## config.mk

```make
export PLATFORM = sky130hd
export DESIGN_NAME = sb_tx_arbiter
export DESIGN_NICKNAME = d
export VERILOG_FILES = /design/src/rtl/sb_arb_pkg.sv /design/src/rtl/sb_rr_picker.sv /design/src/rtl/sb_tx_arbiter.sv
export SDC_FILE = /design/constraint.sdc
export NUM_CORES = 1
export LEC_CHECK = 0
export ABC_AREA = 1
export CAP_MARGIN = 20
export CELL_PAD_IN_SITES_DETAIL_PLACEMENT = 1
export CELL_PAD_IN_SITES_GLOBAL_PLACEMENT = 1
export CORE_MARGIN = 10
export CORE_UTILIZATION = 23
export DETAILED_ROUTE_END_ITERATION = 12
export PLACE_DENSITY = 0.89
export SLEW_MARGIN = 25
export SYNTH_ARGS = -nofsm -noshare
export SYNTH_HDL_FRONTEND = slang
export SYNTH_HIERARCHICAL = 1
export SYNTH_SLANG_ARGS = --single-unit
```

## constraint.sdc

```tcl
create_clock -name clk_100MHz -period 2.5 [get_ports clk_100MHz]
set_clock_uncertainty 0.2 [all_clocks]
set_input_delay 0.25 -clock clk_100MHz [delete_from_list [all_inputs] [get_ports clk_100MHz]]
set_output_delay 0.25 -clock clk_100MHz [all_outputs]
set_load 0.1 [all_outputs]
```

## src/rtl/sb_arb_pkg.sv

```systemverilog
// Shared types and constants for the sideband TX arbiter.
// SB_msg_t mirrors the message enum of the SB codex package.
package sb_arb_pkg;

    localparam int unsigned MAX_REQ      = 8;
    localparam int unsigned WDOG_DEFAULT = 1024;
    localparam int unsigned SB_DATA_W    = 64;

    typedef enum logic [1:0] {
        IDLE = 2'd0,
        SEND = 2'd1,
        GAP  = 2'd2
    } arb_state_t;

    typedef enum logic [4:0] {
        SB_MSG_NIL,
        SBINIT_OOR,
        SBINIT_DONE_REQ,
        SBINIT_DONE_RESP,
        MBINIT_PARAM_REQ,
        MBINIT_PARAM_RESP,
        MBTRAIN_VALVREF_REQ,
        MBTRAIN_VALVREF_RESP
    } SB_msg_t;

endpackage

```

## src/rtl/sb_rr_picker.sv

```systemverilog
// Combinational round-robin select: first set request strictly after ptr_i, with wrap.
module sb_rr_picker #(
    parameter int unsigned  N_REQ = 4,
    localparam int unsigned IDW   = $clog2(N_REQ)
) (
    input  logic [N_REQ-1:0] req_i,
    input  logic [IDW-1:0]   ptr_i,
    output logic [IDW-1:0]   grant_idx_c,
    output logic             found_c
);

    int unsigned cand;

    always_comb begin
        grant_idx_c = '0;
        found_c     = 1'b0;
        cand        = 0;
        for (int unsigned off = 1; off <= N_REQ; off++) begin
            cand = 32'(ptr_i) + off;
            if (cand >= N_REQ) begin
                cand = cand - N_REQ;
            end
            if (!found_c && req_i[IDW'(cand)]) begin
                found_c     = 1'b1;
                grant_idx_c = IDW'(cand);
            end
        end
    end

endmodule

```

## src/rtl/sb_tx_arbiter.sv

```systemverilog
// Round-robin arbiter sharing the SB TX message port among LTSM requesters.
// Optional watchdog abort of a stalled SEND enabled by SB_TX_ARB_WDOG_EN.
module sb_tx_arbiter
    import sb_arb_pkg::*;
#(
    parameter int unsigned  N_REQ       = 4,
    parameter int unsigned  WDOG_CYCLES = WDOG_DEFAULT,
    localparam int unsigned IDW         = $clog2(N_REQ)
) (
    input  logic                   clk_100MHz,
    input  logic                   reset,
    input  logic                   enable_i,
    input  logic [N_REQ-1:0]       req_valid_i,
    input  SB_msg_t [N_REQ-1:0]    req_msg_i,
    input  logic [N_REQ*64-1:0]    req_data_i,
    output logic [N_REQ-1:0]       req_ack_o,
    output SB_msg_t                SB_TX_msg_o,
    output logic [63:0]            SB_TX_dataBus_o,
    output logic                   SB_TX_msg_valid_o,
    input  logic                   SB_TX_msg_sendNextFlag_i,
    output logic [IDW-1:0]         grant_id_o,
    output logic                   busy_o,
    output logic                   wdog_err_o
);

    arb_state_t        state_q, state_d;
    logic              valid_q, valid_d;
    logic              busy_q, busy_d;
    SB_msg_t           msg_q, msg_d;
    logic [63:0]       data_q, data_d;
    logic [N_REQ-1:0]  ack_q, ack_d;
    logic [IDW-1:0]    grant_q, grant_d;
    logic [IDW-1:0]    rr_ptr_q, rr_ptr_d;
    logic              wdog_err_q, wdog_err_d;

    logic [IDW-1:0]    pick_idx_c;
    logic              pick_found_c;
    logic [63:0]       pick_data_c;
    logic              accept_c;
    logic              timeout_c;

    sb_rr_picker #(.N_REQ(N_REQ)) u_picker (
        .req_i       (req_valid_i),
        .ptr_i       (rr_ptr_q),
        .grant_idx_c (pick_idx_c),
        .found_c     (pick_found_c)
    );

    // Payload slice of the requester currently selected by the picker
    always_comb begin
        pick_data_c = '0;
        for (int unsigned i = 0; i < N_REQ; i++) begin
            if (pick_idx_c == IDW'(i)) begin
                pick_data_c = req_data_i[i*64 +: 64];
            end
        end
    end

    assign accept_c = valid_q & SB_TX_msg_sendNextFlag_i;

`ifdef SB_TX_ARB_WDOG_EN
    localparam int unsigned WCW = (WDOG_CYCLES > 1) ? $clog2(WDOG_CYCLES) : 1;

    logic [WCW-1:0] wdog_cnt_q, wdog_cnt_d;

    // Counter is held at zero outside SEND, so every SEND starts from zero
    always_comb begin
        wdog_cnt_d = wdog_cnt_q;
        if (state_q != SEND) begin
            wdog_cnt_d = '0;
        end else if (!accept_c) begin
            wdog_cnt_d = wdog_cnt_q + WCW'(1);
        end
    end

    assign timeout_c = (state_q == SEND) && !accept_c &&
                       (wdog_cnt_q == WCW'(WDOG_CYCLES - 1));

    always_ff @(posedge clk_100MHz or negedge reset) begin
        if (!reset) begin
            wdog_cnt_q <= '0;
        end else begin
            wdog_cnt_q <= wdog_cnt_d;
        end
    end
`else
    logic [31:0] unused_wdog_cycles_c;

    // Watchdog limit has no effect without the watchdog
    assign unused_wdog_cycles_c = 32'(WDOG_CYCLES);
    assign timeout_c            = 1'b0;
`endif

    // Next-state and registered-output logic
    always_comb begin
        state_d    = state_q;
        valid_d    = valid_q;
        busy_d     = busy_q;
        msg_d      = msg_q;
        data_d     = data_q;
        ack_d      = '0;
        grant_d    = grant_q;
        rr_ptr_d   = rr_ptr_q;
        wdog_err_d = 1'b0;
        case (state_q)
            IDLE: begin
                if (enable_i && pick_found_c) begin
                    state_d = SEND;
                    valid_d = 1'b1;
                    busy_d  = 1'b1;
                    msg_d   = req_msg_i[pick_idx_c];
                    data_d  = pick_data_c;
                    grant_d = pick_idx_c;
                end
            end
            SEND: begin
                if (accept_c) begin
                    state_d  = GAP;
                    valid_d  = 1'b0;
                    busy_d   = 1'b0;
                    ack_d    = N_REQ'(1) << grant_q;
                    rr_ptr_d = grant_q;
                end else if (timeout_c) begin
                    state_d    = GAP;
                    valid_d    = 1'b0;
                    busy_d     = 1'b0;
                    wdog_err_d = 1'b1;
                    rr_ptr_d   = grant_q;
                end
            end
            GAP: begin
                state_d = IDLE;
            end
            default: begin
                state_d = IDLE;
            end
        endcase
    end

    always_ff @(posedge clk_100MHz or negedge reset) begin
        if (!reset) begin
            state_q    <= IDLE;
            valid_q    <= 1'b0;
            busy_q     <= 1'b0;
            msg_q      <= SB_MSG_NIL;
            data_q     <= '0;
            ack_q      <= '0;
            grant_q    <= '0;
            rr_ptr_q   <= IDW'(N_REQ - 1);
            wdog_err_q <= 1'b0;
        end else begin
            state_q    <= state_d;
            valid_q    <= valid_d;
            busy_q     <= busy_d;
            msg_q      <= msg_d;
            data_q     <= data_d;
            ack_q      <= ack_d;
            grant_q    <= grant_d;
            rr_ptr_q   <= rr_ptr_d;
            wdog_err_q <= wdog_err_d;
        end
    end

    assign SB_TX_msg_valid_o = valid_q;
    assign SB_TX_msg_o       = msg_q;
    assign SB_TX_dataBus_o   = data_q;
    assign req_ack_o         = ack_q;
    assign grant_id_o        = grant_q;
    assign busy_o            = busy_q;
    assign wdog_err_o        = wdog_err_q;

endmodule

```

Yosys cells after proc, flatten, opt, wreduce, memory -nomap -nowiden
Cells that the tools add are included.
{"block": "word_totals", "reg_bits": 80, "out_inout_bits": 78}
{"block": "op_classes", "n_mux": 34, "addsub": 8, "reduce_logical": 14, "shift": 1, "eq_ne": 6, "n_lt_le_gt_ge": 9, "bitwise_logic": 1}
{"operator": "two-way mux 64 bit", "count": 4}
{"operator": "two-way mux 2 bit", "count": 10}
{"operator": "less-than comparator 2 x 3 -> 1 bit (second input constant)", "count": 5}
{"operator": "binary-select mux 5 bit (select 2 bit)", "count": 1}
{"operator": "two-way mux 1 bit", "count": 10}
{"operator": "greater-or-equal comparator 3 bit (second input constant)", "count": 3}
{"operator": "binary-select mux 1 bit (select 2 bit)", "count": 4}
{"operator": "two-way mux 4 bit", "count": 2}
{"operator": "subtractor 2 x 1 -> 2 bit (second input constant)", "count": 4}
{"operator": "adder 2 x 2 -> 3 bit (second input constant)", "count": 2}
{"operator": "AND reduction 2 bit", "count": 3}
{"operator": "two-way mux 5 bit", "count": 1}
{"operator": "adder 2 x 3 -> 4 bit (second input constant)", "count": 1}
{"operator": "== test 2 x 1 -> 1 bit (second input constant)", "count": 2}
{"operator": "== test 2 bit (second input constant)", "count": 2}
{"operator": "greater-or-equal comparator 4 x 3 -> 1 bit (second input constant)", "count": 1}
{"operator": "logical AND 1 bit", "count": 4}
{"operator": "logical NOT 2 bit", "count": 2}
{"operator": "inequality test 2 bit (second input constant)", "count": 2}
{"operator": "case mux 2 bit (2 select lines)", "count": 1}
{"operator": "left shift 1 x 2 -> 4 bit (first input constant)", "count": 1}
{"operator": "adder 2 x 1 -> 3 bit (second input constant)", "count": 1}
{"operator": "logical NOT 1 bit", "count": 3}
{"operator": "AND reduction 3 bit", "count": 1}
{"operator": "3 further kinds", "count": 3}

Longest topological paths before layout
Gate-level depths: netlist of the first run.
{"block": "depth", "word_depth": 20, "mapped_depth": 17, "ltp_nobuf": 15}

Cells and area by module
The synthesis of the first run kept the hierarchy.
{"module": "sb_tx_arbiter", "seq_area_each_um2": 2004.4, "n_inst": 1, "cells_per_inst": 808, "area_each_um2": 5118.7}
{"module": "sb_rr_picker", "seq_area_each_um2": 0.0, "n_inst": 1, "cells_per_inst": 52, "area_each_um2": 271.5}

Worst setup path before layout of the first run
OpenSTA, ideal clock, no wires.
{"block": "synth_path", "kind": "register -> register", "from": "register rr_ptr_q[0]", "to": "register data_q[35], in the netlist SB_TX_dataBus_o[35]", "setup_slack_ns": 0.234, "setup_time_ns": 0.120, "path_stages_with_launch": 16, "required_time_ns": 2.180, "t_arrival_ns": 1.946, "cell_sequence": "dfstp_2 -> buf_4 -> nand2_1 -> nand2_1 -> nand2_4 -> nand2_4 -> nor2_1 -> a21oi_1 -> nand3_1 -> buf_6 -> buf_6 -> buf_4 -> nand3_1 -> nand3_1 -> nand2_1 -> nand2_1"}
{"block": "synth_between", "elab_chain_cells": 20}
{"element": "start, declared", "line": "sb_tx_arbiter.sv:33", "text": "logic [IDW-1:0] rr_ptr_q, rr_ptr_d;"}
{"element": "start signal, assigned", "line": "sb_tx_arbiter.sv:149", "text": "rr_ptr_q <= IDW'(N_REQ - 1);"}
{"element": "start signal, assigned", "line": "sb_tx_arbiter.sv:159", "text": "rr_ptr_q <= rr_ptr_d;"}
{"element": "adder 2 x 1 -> 3 bit", "line": "sb_rr_picker.sv:19", "text": "cand = 32'(ptr_i) + off;"}
{"element": "greater-or-equal comparator 3 bit / subtractor 2 x 1 -> 2 bit (equally long branches)", "line": "sb_rr_picker.sv:20, sb_rr_picker.sv:21"}
{"element": "two-way mux 2 bit", "line": "sb_rr_picker.sv:20", "text": "if (cand >= N_REQ) begin"}
{"element": "binary-select mux 1 bit (select 2 bit)", "line": "sb_rr_picker.sv:23", "text": "if (!found_c && req_i[IDW'(cand)]) begin"}
{"element": "two-way mux 1 bit (not written as such)", "line": "sb_rr_picker.sv:23"}
{"element": "two-way mux 1 bit", "line": "sb_rr_picker.sv:23"}
{"element": "logical NOT 1 bit", "line": "sb_rr_picker.sv:23"}
{"element": "logical AND 1 bit", "line": "sb_rr_picker.sv:23"}
{"element": "(+3 left out)"}
{"element": "two-way mux 1 bit", "line": "sb_rr_picker.sv:23"}
{"element": "logical NOT 1 bit", "line": "sb_rr_picker.sv:23"}
{"element": "logical AND 1 bit", "line": "sb_rr_picker.sv:23"}
{"element": "two-way mux 2 bit *", "line": "sb_rr_picker.sv:23"}
{"element": "net pick_idx_c[0]", "line": "sb_tx_arbiter.sv:36", "text": "logic [IDW-1:0] pick_idx_c;"}
{"element": "logical NOT 2 bit", "line": "sb_tx_arbiter.sv:53", "text": "if (pick_idx_c == IDW'(i)) begin"}
{"element": "two-way mux 64 bit (3 in a row)", "line": "sb_tx_arbiter.sv:53"}
{"element": "two-way mux 64 bit *", "line": "sb_tx_arbiter.sv:53"}
{"element": "end signal, assigned", "line": "sb_tx_arbiter.sv:156", "text": "data_q <= data_d;"}
{"element": "end, declared", "line": "sb_tx_arbiter.sv:30", "text": "logic [63:0] data_q, data_d;"}
Mark *: on every way through the listed nets, which the timed path passes. The rest lies on a longest branch. The select of a mux whose other input is x is not followed.
A chain may end at the register's enable or synchronous reset.

Final worst setup path of the first run
Ends and elaborated chain as after synthesis.

==> flow_metrics.env, run 1 <==
export IMPL_synth_ff_type="dfrtp_1"
export IMPL_crit_chain="clkinv_4 -> nand2_4 -> nand2_4 -> nand2_4 -> nand2_4 -> buf_12 -> nor2_8 -> nand4_1 -> nand3_4 -> buf_12 -> nand2_8 -> buf_12 -> nor2_1 -> nor2_1 -> nand2_1 -> nand2_1"
export IMPL_critPathKind="flip-flop to flip-flop"
export IMPL_synth_edff_count=0
export IMPL_finalMaxSlewViolations=0
export IMPL_cpMostUsedCell="nand2_4"
export IMPL_place_port_buffers=360
export IMPL_grt_pass1_wl_mm=46.08
export IMPL_min_path_type="primary input to async pin"
export IMPL_status="finished with violations"
export IMPL_failed_checks="setup timing"
export IMPL_die_x_um=173.1
export IMPL_gr_usage_all_layers_pct=19.43
export IMPL_fin_hold_ws_ns=0.2253
export IMPL_die_y_um=173.1
export IMPL_cts_htree_levels=3
export IMPL_final_hold_viol_count=0
export IMPL_gr_total_overflow=0
export IMPL_arrival_ns=2.83
export IMPL_netlist_area_mm2=0.005390
export IMPL_max_stage_delay_ns=0.64
export IMPL_hpwl_mm=22.78
export IMPL_area_delta_synth_final_pct=95.96
export IMPL_drt_wl_total_mm=32.35
export IMPL_ys_seq_area_share_pct=37.19
export IMPL_clock_sinks=80
export IMPL_synth_seq_cells=80
export IMPL_syn_inst=860
export IMPL_start_util_pct=23.59
export IMPL_synth_distinct_cells=24
export IMPL_crit_buf_inv=4
export IMPL_final_setup_viol_count=71
export IMPL_fillCellCount=2858
export IMPL_nNetsFinal=1522
export IMPL_critical_path_max_fanout=10
export IMPL_fin_crit_ns=2.795
export IMPL_clk_path_buf_depth=2
export IMPL_io_pins=362
export IMPL_synthTopCellsByArea="dfrtp_1, nand2_1, nand3_1"
export IMPL_yosys_area_top_type_share_pct=36.21
export IMPL_grt_max_degree=73
export IMPL_postLayoutCellArea_mm2=0.01056
export IMPL_cts_buffers=9
export IMPL_postSynth_asyncResetShare_pct=100.0
export IMPL_setup_tns_ns=-17.20
export IMPL_crit_required_ns=2.54
export IMPL_core_mm2=0.02285
export IMPL_placementRows=55
export IMPL_path_delay_family="simple AND/OR/NAND/NOR gates"
export IMPL_critPathSlowestCell="dfstp_2"
export IMPL_routabilityCongestion=0.8006
export IMPL_yosys_warnings=6
export IMPL_cts_root_buffer="clkbuf_16"
export IMPL_critical_path_endpoint_type="flip-flop"
export IMPL_grt_pass1_vias=7772
export IMPL_yosysMostFrequentCell="nand2_1"
export IMPL_max_freq_ghz=0.3578
export IMPL_avgSynthCellArea_um2=6.268
export IMPL_clkTransAtPathRegs_ns=0.07
export IMPL_rsz0062_at_grt="true"
export IMPL_setup_ws_ns=-0.2950
export IMPL_drtAntennaViolNets=0
export IMPL_reg2reg_from="rr_ptr_q[0]"
export IMPL_synth_nets=1144
export IMPL_vias=7385
export IMPL_start_kind="flip-flop"
export IMPL_dpl_cell_area_mm2=0.009410
export IMPL_dieArea_mm2=0.02996
export IMPL_cts_tree="yes"
export IMPL_crit_start="rr_ptr_q[0]"
export IMPL_worst_pin_slew_ns=0.5669
export IMPL_drc=0
export IMPL_drv_cap=0
export IMPL_final_core_util_pct=46.23
export IMPL_viasPerCell=4.740
export IMPL_relSlewSlack_pct=62.20
export IMPL_layout_drive_gt1_share_pct=21.80
export IMPL_firstDrtPassIters=4
export IMPL_avgRoutedWirePerCell_um=20.76
export IMPL_antenna_found_initial=2
export IMPL_synth_commonest_cells="nand2_1, nand3_1, nor2_1, dfrtp_1, o21ai_0"
export IMPL_yosys_area_top_type="dfrtp_1"
export IMPL_clkLatencyLatePin_ns=0.34
export IMPL_drtIter0Drc=325
export IMPL_finalCritPeriodShare_pct=111.8
==> final timing paths <==
kind	end	slack (ns)	cells after the start
max in group asynchronous	rr_ptr_q[1]	1.15	3
min reg2reg	SB_TX_dataBus_o[21]	0.28	2
max	SB_TX_dataBus_o[35]	-0.29	16
max reg2reg	SB_TX_dataBus_o[35]	-0.29	16
min	SB_TX_dataBus_o[49]	0.23	2
min in group clk_100MHz	SB_TX_dataBus_o[21]	0.28	2
==> metal layers <==
metal  GRT usage [%]  routed length (um)
met4           5.390                 724
met2           34.57               16370
met1           22.32               12890
met3           5.271                2370
met5               0                   0
==> area by class of cell <==
type	count	area [um2]	share of cell area [%]
Antenna cell	2	5.005	0.04738
Clock buffer	12	256.5	2.428
Clock inverter	4	52.55	0.4975
Inverter	12	55.05	0.5212
Multi-Input combinational cell	707	3416	32.34
Sequential cell	80	2004	18.98
Tap cell	313	391.6	3.708
Timing Repair Buffer	428	4382	41.48
==> logic make-up after synthesis <==
group | count (synthesis) | synth area share, %
buffers and inverters | 73 | 7.149
other | 1 | 0.06957
DFF | 80 | 37.19
AOI/OAI and AO/OA | 70 | 6.593
and+or+nand+nor | 636 | 49.00
==> flip-flops by register name, summed over array words and instances (netlist names) <==
name / flops
SB_TX_dataBus_o: 64
grant_id_o: 2
rr_ptr_q: 2
state_q: 2
req_ack_o: 4
busy_o: 1
SB_TX_msg_o: 5
==> metrics by stage <==
stage               setup WS [ns]  instances
floorplan                  0.2339        860
global placement          -0.1957       1509
detailed placement        -0.2577       1509
CTS                       -0.1490       1542
global route              -0.4243       1558
finish                    -0.2950       1558
==> placed cells by master, fill, tap and decap left out, types with 3 or more instances in the layout <==
master             n
buf_12            23
o21ai_0           44
inv_1              8
nand2_4           15
clkinvlp_4         3
nand4_1            3
nand3_1          109
dfrtp_1           78
nand3_2           27
o21ai_1           20
nor2_1           102
clkbuf_16         14
nand3_4            3
nand2_2           22
nand2_1          318
buf_6              8
buf_4            105
clkdlybuf4s50_1  282
nor2_2            31
==> repair_timing <==
item,4_1_cts,5_1_grt
gates cloned,5,5
hold buffers,1,0
pin swaps,4,27
endpoints found under the setup margin,69,71
buffers inserted,11,13
endpoints found under the hold margin,36,0
gates resized for setup,22,116
Power of run 1 is not shown: default switching activity piles up to over one toggle a cycle in this logic, so the estimate is an artifact.
==> run 2: changes to the inputs <==
CORE_AREA = 10 10 131 133   (was unset)
CORE_MARGIN = unset   (was 10)
CORE_UTILIZATION = unset   (was 23)
DIE_AREA = 0 0 141 143   (was unset)
DONT_BUFFER_PORTS = 1   (was unset)
PLACE_DENSITY = 0.82   (was 0.89)
==> run 2 against run 1 <==
Effect of this change: area after synthesis stayed put; synthesized cell count stayed put; the flow now stops in clock tree synthesis (4_1_cts).
==> flow_metrics.env, run 2 <==
export IMPL_yosys_warnings=6
export IMPL_cts_buffers=9
export IMPL_netlist_area_mm2=0.005390
export IMPL_synth_ff_type="dfrtp_1"
export IMPL_cts_htree_levels=3
export IMPL_syn_inst=860
export IMPL_postSynth_asyncResetShare_pct=100.0
export IMPL_routabilityCongestion=0.8521
export IMPL_failing_step="clock tree synthesis (4_1_cts)"
export IMPL_synthTopCellsByArea="dfrtp_1, nand2_1, nand3_1"
export IMPL_die_x_um=141
export IMPL_cts_root_buffer="clkbuf_16"
export IMPL_yosys_area_top_type="dfrtp_1"
export IMPL_postCtsHoldBufs=221
export IMPL_clk_path_buf_depth=2
export IMPL_synth_nets=1144
export IMPL_synth_edff_count=0
export IMPL_clock_sinks=80
export IMPL_yosysMostFrequentCell="nand2_1"
export IMPL_start_util_pct=37.37
export IMPL_yosys_area_top_type_share_pct=36.21
export IMPL_synth_distinct_cells=24
export IMPL_ys_seq_area_share_pct=37.19
export IMPL_post_cts_buffers=2
export IMPL_io_pins=362
export IMPL_synth_commonest_cells="nand2_1, nand3_1, nor2_1, dfrtp_1, o21ai_0"
export IMPL_firstError="[ERROR RSZ-0060] Max buffer count reached."
export IMPL_status="stopped before the end"
export IMPL_avgSynthCellArea_um2=6.268
export IMPL_place_port_buffers=0
export IMPL_cts_resized=17
export IMPL_synth_seq_cells=80
export IMPL_die_y_um=143
export IMPL_placementRows=44
export IMPL_hpwl_mm=18.38
run 2: cell counts after synthesis:
No cell type changed its count.
run 2: through the flow:
| stage | area [um2] | cells | worst slack [ns] | util, % |
|---|---|---|---|---|
| after global placement | 6247 | 1084 | -0.09114 | 43.31 |
| after floorplan | 5390 | 860 | 0.2339 | - |
| after detailed placement | 6247 | 1084 | -0.2174 | 43.31 |
run 2: cell families after synthesis:
family | Yosys count | share of synthesized area, %
AO/OA/AOI/OAI | 70 | 6.593
buffers and inverters | 73 | 7.149
flip-flops | 80 | 37.19
other | 1 | 0.06957
AND/OR/NAND/NOR | 636 | 49.00
==> run 3: changes to the inputs <==
CELL_PAD_IN_SITES_DETAIL_PLACEMENT = unset   (was 1)
CELL_PAD_IN_SITES_GLOBAL_PLACEMENT = unset   (was 1)
CORE_AREA = unset   (was 10 10 131 133)
CORE_MARGIN = 10   (was unset)
CORE_UTILIZATION = 25   (was unset)
DIE_AREA = unset   (was 0 0 141 143)
PLACE_DENSITY = unset   (was 0.82)
PLACE_DENSITY_LB_ADDON = 0.15   (was unset)
==> run 3 against run 2 <==
Effect of this change: synthesized cell count did not move; area after synthesis is the same; the flow again stops in clock tree synthesis (4_1_cts).
==> flow_metrics.env, run 3 <==
export IMPL_synth_distinct_cells=24
export IMPL_die_x_um=166.8
export IMPL_yosys_area_top_type="dfrtp_1"
export IMPL_die_y_um=166.8
export IMPL_ys_seq_area_share_pct=37.19
export IMPL_start_util_pct=25.56
export IMPL_synth_seq_cells=80
export IMPL_cts_buffers=9
export IMPL_yosys_area_top_type_share_pct=36.21
export IMPL_postCtsHoldBufs=240
export IMPL_io_pins=362
export IMPL_yosysMostFrequentCell="nand2_1"
export IMPL_dp_slack_ns=-0.07409
export IMPL_syn_inst=860
export IMPL_place_port_buffers=0
export IMPL_placementRows=53
export IMPL_hpwl_mm=18.49
export IMPL_failing_step="clock tree synthesis (4_1_cts)"
export IMPL_clock_sinks=80
export IMPL_post_cts_buffers=4
export IMPL_dpl_cell_area_mm2=0.006346
export IMPL_synth_nets=1144
export IMPL_synth_commonest_cells="nand2_1, nand3_1, nor2_1, dfrtp_1, o21ai_0"
export IMPL_status="stopped before the end"
export IMPL_firstError="[ERROR RSZ-0060] Max buffer count reached."
export IMPL_netlist_area_mm2=0.005390
export IMPL_cts_htree_levels=3
export IMPL_cts_root_buffer="clkbuf_16"
export IMPL_clk_path_buf_depth=2
export IMPL_postSynth_asyncResetShare_pct=100.0
export IMPL_synth_ff_type="dfrtp_1"
export IMPL_cts_resized=5
export IMPL_yosys_warnings=6
export IMPL_synth_edff_count=0
export IMPL_avgSynthCellArea_um2=6.268
export IMPL_synthTopCellsByArea="dfrtp_1, nand2_1, nand3_1"
export IMPL_routabilityCongestion=0.7827
run 3: cell counts after synthesis:
Identical to the previous run, type by type.
run 3: logic make-up after synthesis:
family	Yosys count	share of synthesized area [%]
AO/OA/AOI/OAI	70	6.593
buffers and inverters	73	7.149
flip-flops	80	37.19
other	1	0.06957
AND/OR/NAND/NOR	636	49.00
run 3: metrics by stage:
step / utilization (%) / hold slack (ns) / cells
2_1_floorplan: - / -0.2456 / 860
3_3_place_gp: 30.09 / -0.2430 / 1173
3_5_place_dp: 30.09 / -0.2431 / 1173
